`config.mk`:
```
export PLATFORM = sky130hd
export DESIGN_NAME = beta_prefetch_buffer
export DESIGN_NICKNAME = d
export VERILOG_FILES = /design/src/rtl/beta_prefetch_buffer.sv
export SDC_FILE = /design/constraint.sdc
export NUM_CORES = 1
export LEC_CHECK = 0
export ABC_AREA = 1
export CORE_MARGIN = 2
export CORE_UTILIZATION = 50
export CTS_CLUSTER_SIZE = 24
export DETAILED_ROUTE_END_ITERATION = 8
export PLACE_DENSITY = 0.73
export SYNTH_ARGS = -nofsm -noshare
export SYNTH_HDL_FRONTEND = slang
export SYNTH_SLANG_ARGS = --single-unit
```
`constraint.sdc`:
```
create_clock -name clk_i -period 3.3 [get_ports clk_i]
set_input_delay 0.66 -clock clk_i [delete_from_list [all_inputs] [get_ports clk_i]]
set_output_delay 0.66 -clock clk_i [all_outputs]
set_load 0.01 [all_outputs]
```
`src/rtl/beta_prefetch_buffer.sv`:
```
// beta_prefetch_buffer: instruction prefetch queue between the memory port
// and the fetch stage. Issues sequential word fetches ahead of the core,
// queues in-order responses and flushes on a branch/jump redirect.
//
// Optional build macro BETA_PREFETCH_BYPASS_EN: when defined, a response that
// arrives while the queue is empty (and is not being discarded) is presented
// on the fetch outputs in the same cycle, and is not queued if it is consumed.
//
// Handshake semantics: a memory request transfers when instr_req_o &
// instr_ready_i; instr_addr_o is held while the request waits, except that a
// branch withdraws it. A fetch pop transfers when fetch_valid_o &
// fetch_ready_i; the head is held until popped or flushed by a branch.
module beta_prefetch_buffer #(
    parameter int unsigned DataWidth      = 32,
    parameter int unsigned AddressWidth   = 32,
    parameter int unsigned Depth          = 4,
    parameter int unsigned MaxOutstanding = 2,
    parameter logic [AddressWidth-1:0] BootAddr = '0
) (
    input  logic                    clk_i,
    input  logic                    rstn_i,
    input  logic                    en_i,
    input  logic                    branch_i,
    input  logic [AddressWidth-1:0] branch_addr_i,
    output logic                    instr_req_o,
    output logic [AddressWidth-1:0] instr_addr_o,
    input  logic                    instr_ready_i,
    input  logic                    instr_valid_i,
    input  logic [DataWidth-1:0]    instr_rdata_i,
    output logic                    fetch_valid_o,
    output logic [DataWidth-1:0]    fetch_rdata_o,
    output logic [AddressWidth-1:0] fetch_addr_o,
    input  logic                    fetch_ready_i,
    output logic                    busy_o
);

    localparam int unsigned PW = $clog2(Depth);
    localparam int unsigned CW = $clog2(Depth + 1);
    localparam logic [CW:0] DEPTH_C   = (CW + 1)'(Depth);
    localparam logic [CW-1:0] MAX_OUT_C = CW'(MaxOutstanding);
    localparam logic [AddressWidth-1:0] WORD_C  = AddressWidth'(4);
    localparam logic [AddressWidth-1:0] ALIGN_C = ~AddressWidth'(3);

    typedef struct packed {
        logic [DataWidth-1:0]    data;
        logic [AddressWidth-1:0] addr;
    } entry_t;

    entry_t                  mem_q [Depth];
    entry_t                  mem_d [Depth];
    logic [PW-1:0]           wr_ptr_q, wr_ptr_d;
    logic [PW-1:0]           rd_ptr_q, rd_ptr_d;
    logic [CW-1:0]           count_q, count_d;
    logic [CW-1:0]           outstanding_q, outstanding_d;
    logic [CW-1:0]           discard_q, discard_d;
    logic [AddressWidth-1:0] req_ptr_q, req_ptr_d;
    logic [AddressWidth-1:0] rsp_ptr_q, rsp_ptr_d;

    logic fifo_empty, fifo_full;
    logic grant, rsp_accept, rsp_keep, bypass;
    logic push, pop;
    logic [AddressWidth-1:0] target;

    // Issue, response classification, queue head selection and next state.
    always_comb begin
        fifo_empty = (count_q == '0);
        fifo_full  = ({1'b0, count_q} == DEPTH_C);
        target     = branch_addr_i & ALIGN_C;

        // Counting granted-but-unanswered words against free slots keeps
        // the queue from ever overflowing.
        instr_req_o = en_i & ~branch_i & (outstanding_q < MAX_OUT_C) &
                      (({1'b0, outstanding_q} + {1'b0, count_q}) < DEPTH_C);
        instr_addr_o = req_ptr_q;
        grant        = instr_req_o & instr_ready_i;
        busy_o       = instr_req_o | (outstanding_q != '0);

        // Responses with nothing outstanding are strays (e.g. after reset).
        rsp_accept = instr_valid_i & (outstanding_q != '0);
        rsp_keep   = rsp_accept & (discard_q == '0) & ~branch_i;
`ifdef BETA_PREFETCH_BYPASS_EN
        bypass = rsp_keep & fifo_empty;
`else
        bypass = 1'b0;
`endif

        fetch_valid_o = ~fifo_empty | bypass;
        if (bypass) begin
            fetch_rdata_o = instr_rdata_i;
            fetch_addr_o  = rsp_ptr_q;
        end else if (fifo_empty) begin
            fetch_rdata_o = '0;
            fetch_addr_o  = rsp_ptr_q;
        end else begin
            fetch_rdata_o = mem_q[rd_ptr_q].data;
            fetch_addr_o  = mem_q[rd_ptr_q].addr;
        end

        // A bypassed word that is taken immediately never enters the queue.
        pop  = fetch_valid_o & fetch_ready_i & ~branch_i & ~fifo_empty;
        push = rsp_keep & ~(bypass & fetch_ready_i);

        mem_d = mem_q;
        if (push) begin
            mem_d[wr_ptr_q] = '{data: instr_rdata_i, addr: rsp_ptr_q};
        end

        wr_ptr_d      = wr_ptr_q + PW'(push);
        rd_ptr_d      = rd_ptr_q + PW'(pop);
        count_d       = count_q + CW'(push) - CW'(pop);
        outstanding_d = outstanding_q + CW'(grant) - CW'(rsp_accept);
        discard_d     = discard_q - CW'(rsp_accept & (discard_q != '0));
        req_ptr_d     = grant ? req_ptr_q + WORD_C : req_ptr_q;
        rsp_ptr_d     = rsp_keep ? rsp_ptr_q + WORD_C : rsp_ptr_q;

        // Redirect: drop the queue and every response still in flight.
        if (branch_i) begin
            wr_ptr_d  = '0;
            rd_ptr_d  = '0;
            count_d   = '0;
            discard_d = outstanding_q - CW'(rsp_accept);
            req_ptr_d = target;
            rsp_ptr_d = target;
        end
    end

    // State registers; reset drops every queued word and in-flight count.
    always_ff @(posedge clk_i or negedge rstn_i) begin
        if (!rstn_i) begin
            for (int i = 0; i < Depth; i++) begin
                mem_q[i] <= '0;
            end
            wr_ptr_q      <= '0;
            rd_ptr_q      <= '0;
            count_q       <= '0;
            outstanding_q <= '0;
            discard_q     <= '0;
            req_ptr_q     <= BootAddr;
            rsp_ptr_q     <= BootAddr;
        end else begin
            mem_q         <= mem_d;
            wr_ptr_q      <= wr_ptr_d;
            rd_ptr_q      <= rd_ptr_d;
            count_q       <= count_d;
            outstanding_q <= outstanding_d;
            discard_q     <= discard_d;
            req_ptr_q     <= req_ptr_d;
            rsp_ptr_q     <= rsp_ptr_d;
        end
    end

    // The issue rule makes this unreachable; it guards against regressions.
    a_no_overflow: assert property (@(posedge clk_i) disable iff (!rstn_i)
        !(push && fifo_full));

endmodule
```
# Yosys cells after proc, flatten, opt, wreduce, memory -nomap -nowiden
# Index checks and enable logic that the tools add are counted.
# W data, S select, Z words.
# word_totals
out_inout_bits	99
elab_cells	70
inputBits	71
register_bits	333
# op_classes
order_cmp	5
n_addsub	11
n_bitwise	16
reduce_logical	7
n_mux	16
# ops
cell	count
$bwmux W256	1
$mux W32	6
$mux W64	3
$bmux W64 S2	1
$demux W64 S2	1
$add A32 B3 Y32 const B	2
$sub A3 B1 Y3	4
$and A1 B1 Y1	11
$add A3 B1 Y3	2
$ge A3 B3 Y1 const B	2
$logic_not A3 Y1	2
$mux W3	2
$not A2 Y3	2
$reduce_bool A3 Y1	2
$add A2 B1 Y2	2
$add A3 B3 Y4	1
$lt A4 B3 Y1 const B	1
$mux W2	2
$reduce_bool A2 Y1	2
$lt A3 B1 Y1 const B	1
$lt A3 B2 Y1 const B	1
$not A1 Y1	2
$logic_and A1 B1 Y1	1
$or A1 B1 Y1	1

# Logic depth before layout (Yosys ltp)
# logic_depth
depth_word	7
ltp_mapped	12
ltp_nobuf	12

# Worst setup path after synthesis
# Ideal clock, no wire load.
# synth_timing
kind	input to register
from	in branch_i
to	reg outstanding_q[2]
path_stages	10
slack_ns	0.855
t_arrival_ns	2.322
path_buffers	1
path_cell_list	inv_2 nand2_1 nor3_2 nand3_1 clkbuf_1 ha_1 inv_1 ha_1 fa_1 xnor2_1
# synth_via
elab_chain_cells	7
# synth_rtl
element	line	rtl
start: declaration	23	input logic branch_i,
$not A1 Y1	72	instr_req_o = en_i & ~branch_i & (outstanding_q < MAX_OUT_C) &
$and A1 B1 Y1 (3 in a row)	72	
$and A1 B1 Y1	75	grant = instr_req_o & instr_ready_i;
$add A3 B1 Y3	111	outstanding_d = outstanding_q + CW'(grant) - CW'(rsp_accept);
$sub A3 B1 Y3	111	
via outstanding_d[2]	54	logic [CW-1:0] outstanding_q, outstanding_d;
end signal: assignment	145	outstanding_q <= outstanding_d;
end: declaration	54	
# The timed path passes the listed nets, and every way through them passes these cells.
# A chain may end at the register's enable or synchronous reset.

# Final worst setup path
# layout_timing
from	reg rd_ptr_q[1]
to	out fetch_addr_o[11]
# layout_via
elab_chain_cells	5
# layout_rtl
element	line	rtl
start: declaration	52	logic [PW-1:0] rd_ptr_q, rd_ptr_d;
start signal: assignment	143	rd_ptr_q <= rd_ptr_d;
$not A2 Y3 (implied by the code)	96	fetch_addr_o = mem_q[rd_ptr_q].addr;
$bmux W64 S2	96	
$mux W64 (implied by the code) (2 in a row)	96	
$mux W32	91	end else if (fifo_empty) begin
end: declaration	32	output logic [AddressWidth-1:0] fetch_addr_o,
# No other way between the ends. The select of a mux whose other input is x is not followed.

==> key figures <==
Detailed routing
  – Starting DRT DRC Count: approximately 1.1k
  – TritonRoute pass-1 iters: 7
  – Post-Route WL: 43200 um
  – Via-to-Cell Ratio: 5.53
  – Overall via count from detail_route: 14.4k
  – Highest routed layer: met4
  – Routed WL per cell: 16.6 um
  – Drc violations: 0
  – Final ANT Viol Nets: 0
  – Met3 wire length: ~3100 um
  – Routed length on met1: 18900 um
  – Routed wl met2: 20100 um

Final layout
  – Commonest non-fill, non-tap cell in the layout: nand2_1
  – ANT cells: 0
  – P&R area growth vs syn: 18.9%
  – Util after Layout: 60.7%
  – Layout Cells excl Fill: 2601
  – Final net count: 2263
  – Layout cells sized above 1: 5.32%
  – Most frequent cells in the layout: nand2_1, dfrtp_1, nor2_1, o21ai_1, o21ai_0

Clocking
  – Worst-path clk slew: 0.06 ns
  – Post-CTS Setup Inserts: 0
  – CTS Root Cell: clkbuf_16
  – Maximum clock path buffer count: 3
  – Clk_lat worst skew: roughly 0.52 ns
  – CTS tree: done
  – TritonCTS Buffers: 36
  – Htree depth: 2
  – CTS Sinks: 321

Min path
  – Class of the worst hold path: in -> async

Synth
  – Flops & latches, synth: between 300 and 400
  – Number of synthesized flops with an enable pin: 0
  – Async SR Flop Fraction: 100%
  – Top cells by area, synth: dfrtp_1, nand2_1, o21ai_1, nor2_1, o21ai_0
  – Unique masters post-synth: between 40 and 50
  – Share of the yosys chip area belonging to registers: 49.7%
  – Most area-hungry cell type in the Yosys netlist: dfrtp_1
  – Post-Syn Area: 0.0162 mm2
  – Avg Inst Size Synth: between 7 and 8 um2
  – Top_reg_cell synth: dfrtp_1
  – Yosys warnings: 0
  – Synthesized instance count: 2058
  – Yosys top cell area share: 49.7%

STA
  – Highest clock rate: 0.310 GHz
  – RSZ-0062 raised after global routing: true
  – Clock skew: 0.0163 ns
  – Final Hold Violating Endpoints: 0
  – Period utilisation layout: 97.8%
  – Worst slew margin: 45.7%
  – Crit path time final: 3.23 ns
  – Max Slew Vio Count: 0
  – Setup violators final: 0
  – Measured slew at the worst slew-check pin: 0.815 ns

Floorplanning
  – Core area: 0.0317 mm2
  – Site Rows: 65
  – Die area: 0.0338 mm2
  – Die width: approximately 180 um
  – Initial core utilization: 51.0%
  – Ports: 170
  – Height of the die: 184 um

Placed design
  – Inst Count DP: 2538
  – HPWL Detailed: between 20000 and 30000 um
  – Port buffer count: 163
  – Gpl congestion: 0.961

Power
  – Peak VDD IR: 0.439 mV
  – Static leakage: 8.81 nW
  – Pwr dens: approximately 700 mW/mm2

Setup path
  – Crit start category: flip-flop
  – Cells along the critical path: inv_2 -> buf_8 -> o21ai_0 -> o22ai_1 -> nand2_1 -> o21ai_0 -> clkdlybuf4s50_1
  – Worst Path Required: 2.64 ns
  – Setup crit end kind: primary output
  – Top delay family on crit path: buffers and inverters
  – Buf/Inv on CP: 3
  – Type of the worst setup path: reg -> out
  – Worst Path Arrival: 2.57 ns
  – Slowest CP cell: clkdlybuf4s50_1
  – Critical Path Fanout Max: 23
  – Most used cell, CP: o21ai_0
  – Largest stage delay, worst path: around 0.60 ns

Global routing
  – Vias in the first global route: ~14k
  – First-pass GRT wire length: between 70000 and 80000 um
  – Largest net degree at the start of global routing: 97
  – Initial antenna violation count: 0
  – Total track usage: 26.2%
  – Grt ovf: 0

Run
  – Max-Cap Viols: 0

Status
  – Status: finished clean
==> registers in the layout, indices dropped and copies added (netlist names) <==
signal	flops
instr_addr_o	30
wr_ptr_q	2
mem_q	248
rsp_ptr_q	30
discard_q	3
rd_ptr_q	2
outstanding_q	3
count_q	3
==> cell type report <==
class                           count  area, um2
Sequential cell                   321       8040
Fill cell                        2775      12500
Multi-Input combinational cell   1475       6890
Timing Repair Buffer              196       2080
Inverter                          145        557
Clock inverter                      6       65.1
Clock buffer                       56       1100
Tap cell                          402        503
==> power breakdown <==
part / internal, W / switching, W / leakage, nW
clock network: 0.00236 / 0.00157 / 0.570
logic: 0.00193 / 0.00254 / 3.97
registers: 0.00458 / 0.000455 / 4.27
total: 0.00887 / 0.00457 / 8.81
==> synthesized netlist by cell type, types with 12 or more instances <==
| library cell | count |
|---|---|
| a21oi_1 | 52 |
| buf_2 | 25 |
| buf_6 | 28 |
| clkbuf_1 | 57 |
| dfrtp_1 | 321 |
| ha_1 | 15 |
| inv_1 | 139 |
| nand2_1 | 502 |
| nand3_1 | 67 |
| nand4_1 | 13 |
| nor2_1 | 271 |
| nor3_1 | 13 |
| o211ai_1 | 12 |
| o21ai_0 | 196 |
| o21ai_1 | 239 |
| o22ai_1 | 30 |
| xor2_1 | 15 |
==> stage by stage <==
step / total power (W) / setup TNS (ns) / cell area [um2] / worst slack (ns) / hold slack, ns
3_3_place_gp: 0.00939 / 0 / 18000 / 0.431 / 0.459
2_1_floorplan: 0.00757 / 0 / 16200 / 0.855 / 0.364
5_1_grt: 0.0143 / -0.00486 / 19200 / -0.00486 / 0.109
6_report: 0.0134 / 0 / 19200 / 0.0720 / 0.0640
4_1_cts: 0.0135 / 0 / 19200 / 0.0204 / 0.110
3_5_place_dp: 0.00951 / 0 / 18000 / 0.389 / 0.469
==> worst paths after layout <==
path                        startpoint               end  slack [ns]  cells after the start
setup / recovery           rd_ptr_q[1]  fetch_addr_o[11]        0.07                      7
hold / removal                  rstn_i        mem_q[244]        0.06                      1
setup reg to reg            count_q[1]        count_q[2]        0.61                     10
hold reg to reg              mem_q[66]         mem_q[66]        0.48                      2
max in group asynchronous       rstn_i        mem_q[212]        2.36                      2
min in group clk_i           mem_q[66]         mem_q[66]        0.48                      2
==> per-layer routing <==
metal  up-vias  track usage (%)
met5         -                0
met4         0             8.13
met3        91             4.16
met2       547             42.6
met1      6791             36.2
li1       6963                -
==> what timing repair did <==
item,in CTS,in global routing
gates cloned,1,0
setup endpoints to repair,9,17
hold buffers,0,0
gates resized for setup,5,8
==> logic make-up (layout without fill, tap and decap cells) <==
family | count (synthesis) | after routing | synth area share [%]
compound gates | 549 | 549 | 17.8
xor+xnor | 22 | 22 | 1.19
fa+ha+maj | 17 | 17 | 1.41
buf+inv | 265 | 403 | 7.83
flops | 321 | 321 | 49.7
mux | 2 | 2 | 0.124
other cells | 1 | 4 | 0.0232
simple gates | 881 | 881 | 22.0
(Power assumes the default switching activity.)
